**src/rtl/i2c_bus_bridge.sv**
```systemverilog
// Bridges I2C slave byte strobes to 32-bit word cycles on the register bus:
// write-combining for partial writes, read prefetch so the slave always sees valid data.
module i2c_bus_bridge #(
  parameter int ADDR_W    = 8,
  parameter int FLUSH_TMO = 1024
) (
  input  logic              CLK,
  input  logic              RST,
  input  logic              AS,
  input  logic              WR,
  input  logic              RD,
  input  logic [7:0]        I2CDI,
  output logic [7:0]        I2CDO,
  output logic              BREQ,
  output logic              BWE,
  output logic [ADDR_W-3:0] BADDR,
  output logic [31:0]       BDATO,
  output logic [3:0]        BBE,
  input  logic [31:0]       BDATI,
  input  logic              BACK,
  output logic              ERR,
  input  logic              ERRCLR
);

  localparam int TMO_W = $clog2(FLUSH_TMO) + 1;
  localparam logic [TMO_W-1:0]  TMO_LAST = TMO_W'(FLUSH_TMO - 1);
  localparam logic [TMO_W-1:0]  TMO_ONE  = {{(TMO_W-1){1'b0}}, 1'b1};
  localparam logic [ADDR_W-1:0] PTR_ONE  = {{(ADDR_W-1){1'b0}}, 1'b1};

  typedef enum logic [1:0] {
    IDLE = 2'd0,
    WCYC = 2'd1,
    RCYC = 2'd2
  } state_e;

  state_e             state_q, state_d;
  logic [ADDR_W-1:0]  ptr_q, ptr_d;
  logic [31:0]        rbuf_q, rbuf_d;
  logic               rvalid_q, rvalid_d;
  logic [31:0]        wbuf_q, wbuf_d;
  logic [3:0]         wbe_q, wbe_d;
  logic [ADDR_W-3:0]  waddr_q, waddr_d;
  logic               wpend_q, wpend_d;
  logic [TMO_W-1:0]   tmo_q, tmo_d;
  logic               stale_q, stale_d;
  logic               err_q, err_d;
  logic               breq_q, breq_d;
  logic               bwe_q, bwe_d;
  logic [ADDR_W-3:0]  baddr_q, baddr_d;
  logic [31:0]        bdato_q, bdato_d;
  logic [3:0]         bbe_q, bbe_d;
  logic [7:0]         i2cdo_q, i2cdo_d;

  logic               strobe_s;
  logic               stale_evt_s;
  logic               err_evt_s;
  logic [1:0]         lane_s;
  logic [ADDR_W-1:0]  ptr_inc_s;

  // State register with synchronous reset; reset also abandons any bus cycle in flight
  always_ff @(posedge CLK) begin
    if (RST) begin
      state_q  <= IDLE;
      ptr_q    <= '0;
      rbuf_q   <= 32'h0000_0000;
      rvalid_q <= 1'b0;
      wbuf_q   <= 32'h0000_0000;
      wbe_q    <= 4'b0000;
      waddr_q  <= '0;
      wpend_q  <= 1'b0;
      tmo_q    <= '0;
      stale_q  <= 1'b0;
      err_q    <= 1'b0;
      breq_q   <= 1'b0;
      bwe_q    <= 1'b0;
      baddr_q  <= '0;
      bdato_q  <= 32'h0000_0000;
      bbe_q    <= 4'b0000;
      i2cdo_q  <= 8'hFF;
    end else begin
      state_q  <= state_d;
      ptr_q    <= ptr_d;
      rbuf_q   <= rbuf_d;
      rvalid_q <= rvalid_d;
      wbuf_q   <= wbuf_d;
      wbe_q    <= wbe_d;
      waddr_q  <= waddr_d;
      wpend_q  <= wpend_d;
      tmo_q    <= tmo_d;
      stale_q  <= stale_d;
      err_q    <= err_d;
      breq_q   <= breq_d;
      bwe_q    <= bwe_d;
      baddr_q  <= baddr_d;
      bdato_q  <= bdato_d;
      bbe_q    <= bbe_d;
      i2cdo_q  <= i2cdo_d;
    end
  end

  // Strobe handling, flush timer, error flag and bus FSM next-state
  always_comb begin
    state_d     = state_q;
    ptr_d       = ptr_q;
    rbuf_d      = rbuf_q;
    rvalid_d    = rvalid_q;
    wbuf_d      = wbuf_q;
    wbe_d       = wbe_q;
    waddr_d     = waddr_q;
    wpend_d     = wpend_q;
    tmo_d       = tmo_q;
    stale_d     = stale_q;
    err_d       = err_q;
    breq_d      = breq_q;
    bwe_d       = bwe_q;
    baddr_d     = baddr_q;
    bdato_d     = bdato_q;
    bbe_d       = bbe_q;
    strobe_s    = AS | WR | RD;
    ptr_inc_s   = ptr_q + PTR_ONE;
    lane_s      = ptr_q[1:0];
    stale_evt_s = 1'b0;
    err_evt_s   = 1'b0;

    // The slave never issues two strobes at once; AS takes precedence if it did
    if (AS) begin
      ptr_d       = ADDR_W'(I2CDI);
      rvalid_d    = 1'b0;
      wpend_d     = wpend_q | (wbe_q != 4'b0000);
      stale_evt_s = 1'b1;
    end else if (WR) begin
      stale_evt_s = 1'b1;
      if (wpend_q) begin
        err_evt_s = 1'b1;
      end else begin
        wbuf_d[{lane_s, 3'b000} +: 8] = I2CDI;
        wbe_d[lane_s] = 1'b1;
        waddr_d       = ptr_q[ADDR_W-1:2];
        ptr_d         = ptr_inc_s;
        rvalid_d      = 1'b0;
        wpend_d       = (lane_s == 2'd3);
      end
    end else if (RD) begin
      err_evt_s = ~rvalid_q;
      ptr_d     = ptr_inc_s;
      if (ptr_inc_s[1:0] == 2'b00) begin
        rvalid_d    = 1'b0;
        stale_evt_s = 1'b1;
      end else begin
        rvalid_d = rvalid_q;
      end
    end else begin
      stale_evt_s = 1'b0;
    end

    if ((wbe_q == 4'b0000) || (WR && !wpend_q)) begin
      tmo_d = '0;
    end else if (wpend_q) begin
      tmo_d = tmo_q;
    end else if (tmo_q == TMO_LAST) begin
      wpend_d = 1'b1;
      tmo_d   = tmo_q;
    end else begin
      tmo_d = tmo_q + TMO_ONE;
    end

    if (err_evt_s) begin
      err_d = 1'b1;
    end else if (ERRCLR) begin
      err_d = 1'b0;
    end else begin
      err_d = err_q;
    end

    // Launching a write empties the buffer this edge, overriding any strobe update above
    case (state_q)
      IDLE: begin
        if (wpend_q) begin
          state_d = WCYC;
          breq_d  = 1'b1;
          bwe_d   = 1'b1;
          baddr_d = waddr_q;
          bdato_d = wbuf_q;
          bbe_d   = wbe_q;
          wbe_d   = 4'b0000;
          wpend_d = 1'b0;
          tmo_d   = '0;
        end else if (!rvalid_q && (wbe_q == 4'b0000) && !strobe_s) begin
          state_d = RCYC;
          breq_d  = 1'b1;
          bwe_d   = 1'b0;
          bbe_d   = 4'b0000;
          baddr_d = ptr_q[ADDR_W-1:2];
          stale_d = 1'b0;
        end else begin
          state_d = IDLE;
        end
      end
      WCYC: begin
        if (BACK) begin
          state_d = IDLE;
          breq_d  = 1'b0;
        end else begin
          state_d = WCYC;
        end
      end
      RCYC: begin
        stale_d = stale_q | stale_evt_s;
        if (BACK) begin
          state_d  = IDLE;
          breq_d   = 1'b0;
          rbuf_d   = BDATI;
          rvalid_d = ~(stale_q | stale_evt_s);
        end else begin
          state_d = RCYC;
        end
      end
      default: begin
        state_d = IDLE;
        breq_d  = 1'b0;
      end
    endcase

    if (rvalid_d) begin
      i2cdo_d = rbuf_d[{ptr_d[1:0], 3'b000} +: 8];
    end else begin
      i2cdo_d = 8'hFF;
    end
  end

  assign I2CDO = i2cdo_q;
  assign BREQ  = breq_q;
  assign BWE   = bwe_q;
  assign BADDR = baddr_q;
  assign BDATO = bdato_q;
  assign BBE   = bbe_q;
  assign ERR   = err_q;

endmodule

```
**config.mk**
```make
export PLATFORM = sky130hd
export DESIGN_NAME = i2c_bus_bridge
export DESIGN_NICKNAME = d
export VERILOG_FILES = /design/src/rtl/i2c_bus_bridge.sv
export SDC_FILE = /design/constraint.sdc
export NUM_CORES = 1
export LEC_CHECK = 0
export BUFFER_PORTS_ARGS = -buffer_cell sky130_fd_sc_hd__buf_2
export CORE_ASPECT_RATIO = 0.6
export CORE_MARGIN = 8
export CORE_UTILIZATION = 56
export DETAILED_ROUTE_END_ITERATION = 7
export PLACE_DENSITY = 0.79
export SLEW_MARGIN = 20
export SYNTH_ARGS = -nofsm -noshare
export SYNTH_HDL_FRONTEND = slang
export SYNTH_SLANG_ARGS = --single-unit
```
**constraint.sdc**
```tcl
create_clock -name CLK -period 2.57 [get_ports CLK]
set_input_delay 0.1285 -clock CLK [delete_from_list [all_inputs] [get_ports CLK]]
set_output_delay 0.1285 -clock CLK [all_outputs]
set_load 0.05 [all_outputs]
```
* Word-level counts from Yosys, hierarchy flattened *
Index checks and enable logic that the tools add are counted.
Widths: inputs -> output; s select.

word-level totals
  register bits = 151
  bits of input ports = 47
  output and inout bits = 53
  logic and storage cells = 130

operators by class
  $add $sub $neg = 3
  $lt $le $gt $ge = 2
  equal/unequal tests = 9
  shift operators = 3
  mux-type cells = 61
  bitwise logic cells = 10
  reduce and logical (&&, ||, !) cells = 24

operators by type and width
  kind                    count
  $mux 32                 2
  $mux 11                 5
  $mux 1                  33
  $bwmux 32               1
  $mux 8                  4
  $shift 8x7->32 const A  1
  $shiftx 32x6->8         1
  $shiftx 8x7->32         1
  $mux 4                  7
  $mux 6                  2
  $add 11x1->11 const B   1
  $eq 11x10->1 const B    1
  $add 8x1->8 const B     1
  $reduce_and 2->1        4
  $neg 5->7               1
  $mux 2                  3
  $ne 3x3->1 const B      2
  $pmux 2 s3              1
  $reduce_and 3->1        2
  $reduce_bool 2->1       3
  $not 1->1               5
  $eq 2x2->1 const B      2
  $logic_and 1x1->1       4
  $logic_not 2->1         2
  15 further kinds        23

* Logic depth before layout (Yosys ltp) *
Gate-level depths: netlist of run 1.

  word-level depth = 12
  depth in mapped cells = 9
  mapped depth without buffers = 7

* Worst setup path after synthesis of run 1 *
OpenSTA, ideal clock, no wires.

  path kind = register to register
  from = reg ptr_q[0]
  to = reg i2cdo_q[6], in the netlist I2CDO[6]
  library setup time = 129 ps
  data arrival time = 1817 ps
  data required time = 2441 ps
  setup slack = 624 ps
  cell stages (with the launch flop) = 8
  path buffers = 1
  clock period less this slack = 1946 ps
  cells stage by stage = dfxtp_1 > inv_1 > ha_1 > a21boi_0 > o31ai_2 > and2_1 > clkbuf_2 > a22oi_2

on the way
  longest elaborated chain between the ends = 12
  elaborated cells on any way between the ends = 21
  classes of those cells = 1 x add/sub; 1 x shift; 14 x mux; 3 x bitwise; 2 x reduce/logical

ends and longest elaborated chain
  item                       RTL line  source
  start: declaration         37        logic [ADDR_W-1:0] ptr_q, ptr_d;
  start signal: assignment   82        ptr_q <= ptr_d;
  $add 8x1->8                120       ptr_inc_s = ptr_q + PTR_ONE;
  $logic_not 2->1            146       if (ptr_inc_s[1:0] == 2'b00) begin
  $mux 1                     146
  $mux 1                     143       end else if (RD) begin
  $mux 1                     131       end else if (WR) begin
  $mux 1                     126       if (AS) begin
  $or 1x1->1                 213       rvalid_d = ~(stale_q | stale_evt_s);
  $not 1->1                  213
  $mux 1                     209       if (BACK) begin
  $mux 1                     176       case (state_q)
  $not 1->1 (no line)        n/a
  $reduce_or 2->1 (no line)  n/a
  end signal: assignment     97        i2cdo_q <= i2cdo_d;
  end: declaration           52        logic [7:0] i2cdo_q, i2cdo_d;

Several ways; a longest one is shown, not always the timed one. The select of a mux whose other input is x is not followed.
A chain may end at the register's enable or synchronous reset.

* Final worst setup path of run 1 *
Ends and elaborated chain as after synthesis.

==> summary.md, run 1 <==
| Metric | Value |
|---|---|
| Diode count | `0` |
| Gate Count Post-Synth | `696` |
| Initial core utilization | `56.49%` |
| Postcts setup bufs | `0` |
| Crit end category | `flop` |
| Std cell rows | `30` |
| Io pins | `100` |
| Setup TNS | `0 ps` |
| Vias in the first global route | `5486` |
| Status | `finished clean` |
| Worst-margin pin slew | `574.3 ps` |
| Number of synthesized flops with an enable pin | `0` |
| Drc violations | `0` |
| Die W | `152.4 um` |
| Worst-path clk slew | `60 ps` |
| Post-synth ARST share | `0%` |
| CTS tree | `done` |
| Clk_skew | `6.450 ps` |
| Area Overhead vs Synth | `22.98%` |
| Worst R2R End | `I2CDO[6]` |
| WHS | `6.046 ps` |
| Clk_lat worst skew | `420 ps` |
| CP Data Required Time | `2850 ps` |
| GR Layer Usage met3 | `6.393%` |
| DR vias | `5361` |
| Ratio of cells with drive above 1 in the final layout | `21.86%` |
| Max cap viols | `0` |
| Crit path time final | `approximately 2200 ps` |
| TritonCTS Buffers | `17` |
| Top FF cell, synth | `dfxtp_1` |
| Crit path DAT | `2490 ps` |
| GR Overflow Total | `0` |
| Register bit total from synthesis | `between 150 and 200` |
| Grt peak-use layer | `met2` |
| Final hold vios | `0` |
| WL/cell | `about 17 um` |
| Hold Crit Class | `input port to flop` |
| Flop2flop setup slack | `approximately 360 ps` |
| Hold path endpoint | `ERR` |
| ANT nets after route | `0` |
| TritonCTS Sinks | `around 150` |
| Period utilisation layout | `approximately 86%` |
| Worst R2R Start | `ptr_q[0]` |
| Final setup viols | `0` |
| Detailed Route Iter0 Violations | `408` |
| Initial antenna violation count | `0` |
| Syn Area/Cell | `8.987 um2` |
| Critical path class | `flop to flop` |
| Max Slew Vio Count | `0` |
| Finished Layout Cells | `roughly 960` |
| Placed insts | `a little over 900` |
| WHS Path Cells | `4` |
| Netlist Area Pre-Place | `6255 um2` |
| Worst rel slew slack | `60.72%` |
| Peak Freq | `0.4516 GHz` |
| Synth unique cells | `54` |
| Crit-path max FO | `9` |
| Core area | `11070 um2` |
| Root buffer cell | `clkbuf_16` |
| YS warnings | `0` |
| CTS H-Tree Depth | `4` |
| First-pass DRT Iterations | `5` |
| Final nets | `868` |
| Seq/Total Area, Yosys | `48.33%` |
| Placer Congestion | `roughly 0.90` |
| Reg2Reg Depth | `6` |
| Total Wirelength | `16010 um` |
| M1 GR Usage | `a little over a quarter` |
| Hold_sp | `ERRCLR` |
| HPWL Detailed | `10660 um` |
| Pwr/cell area | `between 700 and 800 nW/um2` |
| Global Route Usage Sum | `21.77%` |
| Post-detailed-route via-to-cell ratio | `between 5 and 6` |
| VDD IR max | `593.8 uV` |
| Clk buf depth | `2` |
| Largest net degree at the start of global routing | `111` |
| Startpoint types | `flop` |
| Leak | `~2.9 nW` |
| Met2 GRT Util | `35.78%` |
| Unrepaired setup endpoints after global routing | `no` |
| First-pass GRT wire length | `26700 um` |
| Syn_nets | `756` |
| Die height | `97.86 um` |
| Area of the die | `14920 um2` |
| IO Port Bufs | `99` |
worst max-delay path by stage:
stage | from | endpoint | depth (start not counted)
finish | ptr_q[0] | I2CDO[6] | 6
floorplan | ptr_q[0] | I2CDO[6] | 7
detailed placement | ptr_q[0] | I2CDO[3] | 6
global route | ptr_q[0] | I2CDO[3] | 6
global placement | ptr_q[0] | I2CDO[3] | 6
CTS | ptr_q[0] | I2CDO[3] | 6
synth_stat cells, types with 4 or more instances:
cell type / n / area (um2)
xnor2_1: 4 / 35.03
nand3_1: 39 / 195.2
o21ai_0: 9 / 45.04
a22oi_2: 7 / 87.58
a21oi_1: 85 / 425.4
nor2b_1: 6 / 37.54
a22oi_1: 5 / 37.54
buf_1: 4 / 15.01
nor3_1: 10 / 50.05
and2_1: 9 / 56.30
ha_1: 13 / 162.7
nand2_1: 129 / 484.2
mux2i_1: 44 / 440.4
clkbuf_1: 22 / 82.58
dfxtp_1: 151 / 3023
mux2_2: 7 / 78.83
nor2_1: 61 / 229.0
mux2_4: 7 / 105.1
a211oi_1: 13 / 97.59
buf_2: 11 / 55.05
xor2_1: 8 / 70.07
inv_1: 9 / 33.78
flip-flops by register name, indices dropped and copies added (netlist names):
name	count
BDATO	32
rbuf_q	32
wbuf_q	32
tmo_q	11
I2CDO	8
ptr_q	8
BADDR	6
waddr_q	6
BBE	4
wbe_q	4
state_q	2
BREQ	1
BWE	1
ERR	1
rvalid_q	1
stale_q	1
wpend_q	1
cell type report:
cell class | instances | area [um2]
Sequential cell | 151 | 3023
Clock inverter | 12 | 177.7
Clock buffer | 18 | 439.2
Multi-Input combinational cell | 492 | 2983
Tap cell | 144 | 180.2
Fill cell | 813 | 3381
Inverter | 9 | 33.78
Timing Repair Buffer | 137 | 855.8
per-layer routing:
metal	wire length [um]	up-vias
li1	-	2602
met1	6909	2541
met2	7442	183
met3	1287	35
met4	373	0
met5	0	-
worst max-delay path, stage by stage (launching register included):
cell,delay [ps]
dfxtp_1,510
inv_1,100
ha_1,360
a21boi_0,160
o31ai_2,290
and2_1,510
a22oi_2,140
placed cells by master (no fill, tap or decap), drive strengths merged, types with 3 or more instances in the layout:
master,count
bufinv,4
inv,10
and2,9
clkbuf,18
nand4,3
dfxtp,151
a21oi,86
nor3,11
nor2,62
xnor2,4
o21ai,9
nand2b,4
a211oi,13
nor2b,6
nand2,129
clkinv,6
dlygate4sd3,24
a22oi,12
buf,113
mux2i,44
mux2,15
ha,13
xor2,8
nand3,39
nor3b,4
per-stage QoR:
step                      setup slack [ps]  util [%]  cell area, um2  total power [mW]
after global placement               274.0     61.71            6833             2.986
after floorplan                      624.3         -            6255             2.844
after global routing                 211.0     69.47            7692             5.782
final                                355.6     69.47            7692             5.598
after detailed placement             165.3     61.71            6833             3.003
after CTS                            148.5     69.45            7690             5.616
cell families after synthesis:
| family | synth area share [%] |
|---|---|
| compound gates | 13.70 |
| simple gates | 19.48 |
| flops | 48.33 |
| xor+xnor | 1.680 |
| mux | 10.16 |
| buf+inv | 4.041 |
| fa+ha+maj | 2.601 |
report_power, final:
group	total (mW)	leakage, nW	internal, mW	switching [mW]
Combinational	0.569	1.41	0.199	0.370
Sequential	2.42	1.22	2.39	0.0352
Clock	2.60	0.302	1.64	0.965
timing repair:
action | in CTS | in global routing
hold endpoints to repair | 24 | 0
setup endpoints to repair | 0 | 7
hold buffers | 24 | 0
resized for setup | 0 | 1
Note: power is estimated with default switching activity, not from simulation.
==> inputs of run 2 (changes only) <==
ABC_AREA = 1   (was default)
CORE_MARGIN = 10   (was 8)
==> run 2 against run 1 <==
  * Clock skew is essentially flat
  * Core utilization shrank 1.0 points
  * Highest routed layer is now met5
  * Power grew 3.2%
  * Critical path type unchanged
  * Non-clock buffer count shrank 13
  * Synthesized cell count grew 21%
  * Critical endpoint unchanged
  * Largest power group is now registers
  * Fmax grew 5.9%
==> summary.md, run 2 <==
| Metric | Value |
|---|---|
| Status | `finished clean` |
| Critical path class | `flop to flop` |
| Syn Area/Cell | `7.598 um2 (-15%)` |
| DR vias | `5976 (+11%)` |
| Synth Area in Simple Gates | `27.07% (+7.6 points)` |
| Drc violations | `0 (unchanged)` |
| Most frequent CP cell | `nand3_1` |
| Total Wirelength | `17340 um (+8.3%)` |
| Peak Freq | `0.4781 GHz (+5.9%)` |
| Top FF cell, synth | `dfxtp_1` |
| GR Overflow Total | `0 (unchanged)` |
| Worst-path clk slew | `70 ps (about the same)` |
| Vias in the first global route | `5469 (-0.31%)` |
| Combinational power share | `16.1% (+5.9 points)` |
| NetSw | `1.795 mW (+31%)` |
| IO Port Bufs | `99 (unchanged)` |
| Detailed Route Iter0 Violations | `618 (+51%)` |
| CP max-delay cell | `o21ai_0` |
| Initial antenna violation count | `4 (+4)` |
| Finished Layout Cells | `1100 (+14%)` |
| Post-detailed-route via-to-cell ratio | `5.433 (-2.4%)` |
| Placer Congestion | `0.8733 (-3.3%)` |
| TritonCTS Buffers | `17 (unchanged)` |
| Post-synth ARST share | `0% (unchanged)` |
| Syn_nets | `899 (+19%)` |
| HPWL Detailed | `11870 um (+11%)` |
| WL/cell | `15.76 um (-5.2%)` |
| Synth unique cells | `39 (-28%)` |
| Flop2flop setup slack | `480 ps (+120 ps)` |
| Final hold vios | `0 (unchanged)` |
| CTS H-Tree Depth | `4 (unchanged)` |
| Placed insts | `1047 (+15%)` |
| Die height | `102.6 um (+4.9%)` |
| Slowest stage delay, CP | `410 ps (-100 ps)` |
| Post-synthesis compound-gate area fraction | `12.74% (-0.96 points)` |
| Mux cell area share after synthesis | `2.512% (-7.6 points)` |
| Io pins | `100 (unchanged)` |
| Gate Count Post-Synth | `839 (+21%)` |
| Die W | `157.7 um (+3.5%)` |
| Hold path endpoint | `rbuf_q[6]` |
| Postcts setup bufs | `0 (unchanged)` |
| Pwr/cell area | `752.4 nW/um2 (+3.4%)` |
| Startpoint types | `flop` |
| Sequential power share | `43.3% (about the same)` |
| Max cap viols | `0 (unchanged)` |
| Clk_skew | `6.063 ps (-0.3878 ps)` |
| Worst R2R End | `I2CDO[6]` |
| First-pass GRT wire length | `27990 um (+4.8%)` |
| Yosys top cell by area | `dfxtp_1` |
| Period utilisation layout | `81.39% (-4.8 points)` |
| Area share of xor/xnor cells in the synthesized design | `0.5496% (-1.1 points)` |
| Pint | `3.985 mW (-5.7%)` |
| Clk_lat worst skew | `420 ps (about the same)` |
| Leading cell type by number of instances after synthesis | `dfxtp_1` |
| YS warnings | `0 (unchanged)` |
| WHS Path Cells | `3 (-1)` |
| Seq/Total Area, Yosys | `47.42% (-0.91 points)` |
| Commonest non-fill, non-tap cell in the layout | `dfxtp_1` |
| Main combinational cell family by area after synthesis | `simple AND/OR/NAND/NOR gates` |
| VDD IR max | `563.6 uV (-5.1%)` |
| Core area | `11220 um2 (+1.4%)` |
| Number of fill cells | `921 (+13%)` |
| CTS tree | `done` |
| Largest delay share family, worst path | `simple AND/OR/NAND/NOR gates` |
| Final nets | `999 (+15%)` |
| Hold_buf cts | `16 (-33%)` |
| Worst rel slew slack | `40.12% (-21 points)` |
| Top cells by instance count after synthesis | `dfxtp_1 (151), nor2_1 (125), nand2_1 (124)` |
| Sw frac | `31.05% (+6.6 points)` |
| Std cell rows | `30 (unchanged)` |
| Area Overhead vs Synth | `20.51%` |
| TritonCTS Sinks | `151 (unchanged)` |
| Global Route Usage Sum | `21.35% (-0.42 points)` |
| Netlist Area Pre-Place | `6375 um2 (+1.9%)` |
| Max Slew Vio Count | `0 (unchanged)` |
| Clock power frac | `40.6% (-5.9 points)` |
| Worst-margin pin slew | `898.2 ps (+323.9 ps)` |
| Register bit total from synthesis | `151 (unchanged)` |
| Crit path DAT | `2390 ps (-100 ps)` |
| Ratio of cells with drive above 1 in the final layout | `17.33% (-4.5 points)` |
| Crit-path cells | `inv_1, ha_1, nand2_2, buf_12, o21ai_0, nand4_1, nand3_1, nand3_1` |
| Buf/Inv on CP | `2 (+1)` |
| Clk buf depth | `2 (unchanged)` |
| Crit path time final | `2092 ps (-122.6 ps)` |
| CP Data Required Time | `2870 ps (+20 ps)` |
| Util after Layout | `68.45% (-1.0 points)` |
| Reg2Reg Depth | `8 (+2)` |
| Crit end category | `flop` |
| First-pass DRT Iterations | `7 (+2)` |
| Fin area | `7682 um2 (-0.13%)` |
| Unrepaired setup endpoints after global routing | `no` |
| Resized cells post-CTS | `0 (unchanged)` |
| Hold Crit Class | `input port to flop` |
| Area of the die | `16190 um2 (+8.5%)` |
| Initial core utilization | `56.80% (+0.31 points)` |
| Post-DP Area | `6932 um2 (+1.4%)` |
| Crit-path max FO | `28 (+19)` |
| Post-Synth Adder-Cell Area | `2.552% (-0.049 points)` |
| Root buffer cell | `clkbuf_16` |
| Number of synthesized flops with an enable pin | `0 (unchanged)` |
| Area share of the largest cell type after synthesis | `47.42% (-0.91 points)` |
| Synth area leaders | `dfxtp_1 (47%), nor2_1 (7.4%), nand2_1 (7.3%), nand3_1 (5.5%), a21oi_1 (5.3%)` |
| Commonest non-fill, non-tap cells in the layout | `dfxtp_1 (151), nor2_1 (125), nand2_1 (123), buf_2 (99), nand3_1 (70)` |
| ANT nets after route | `0 (unchanged)` |
| Largest net degree at the start of global routing | `84 (-24%)` |
| Worst R2R Start | `state_q[0]` |
| Leak | `3.402 nW (+16%)` |
| Final setup viols | `0 (unchanged)` |
| Setup TNS | `0 ps (unchanged)` |
| Hold_sp | `BDATI[6]` |
## run 2: area by class of cell
type	count	area, um2	area share (%)
Sequential cell	151	3023	39.35
Multi-Input combinational cell	575	2898	37.72
Timing Repair Buffer	124	755.7	9.837
Clock buffer	18	439.2	5.717
Inverter	70	262.8	3.420
Tap cell	144	180.2	2.345
Clock inverter	14	113.9	1.482
Antenna cell	4	10.01	0.1303
## run 2: logic make-up after synthesis
kind of cell               count (synthesis)
muxes                                     16
and+or+nand+nor                          389
adders and majority gates                 13
DFF                                      151
AOI/OAI and AO/OA                        153
xor gates and xnor gates                   4
buffers and inverters                    113
## run 2: routing by layer
layer	GRT usage (%)	vias to the layer above	part of all wire, %
met1	29.48	2721	47
li1	-	2983	-
met4	7.868	4	1.7
met3	6.000	33	8.5
met2	31.03	235	42
met5	0	-	0.13
## run 2: worst max path at each step
stage	endpoint	depth (start not counted)	startpoint	slack, ps
2_1_floorplan	I2CDO[0]	9	ptr_q[0]	870
3_3_place_gp	wbuf_q[13]	6	wpend_q	670
3_5_place_dp	I2CDO[6]	8	state_q[0]	580
4_1_cts	I2CDO[6]	8	state_q[0]	560
5_1_grt	wbuf_q[6]	7	ptr_q[1]	320
6_report	I2CDO[6]	8	state_q[0]	480
## run 2: worst min-delay path: stages
cell and delay [ps]:
buf_2 80, mux2i_1 100, nor2_1 100
## run 2: power by group through the flow
stage / Clock [mW] / Combinational [mW] / Sequential (mW)
finish: 2.35 / 0.928 / 2.50
global route: 2.48 / 1.02 / 2.52
CTS: 2.36 / 0.916 / 2.50
detailed placement: 0 / 0.891 / 2.55
global placement: 0 / 0.881 / 2.55
floorplan: 0 / 0.454 / 2.76
## run 2: metrics by stage
step                hold WS (ps)  total power, mW  setup slack (ps)
floorplan                  291.7            3.211             868.8
global placement           386.6            3.433             666.8
detailed placement         396.9            3.445             580.6
CTS                        7.258            5.775             557.9
global route               18.46            6.017             316.9
finish                     16.86            5.780             478.3
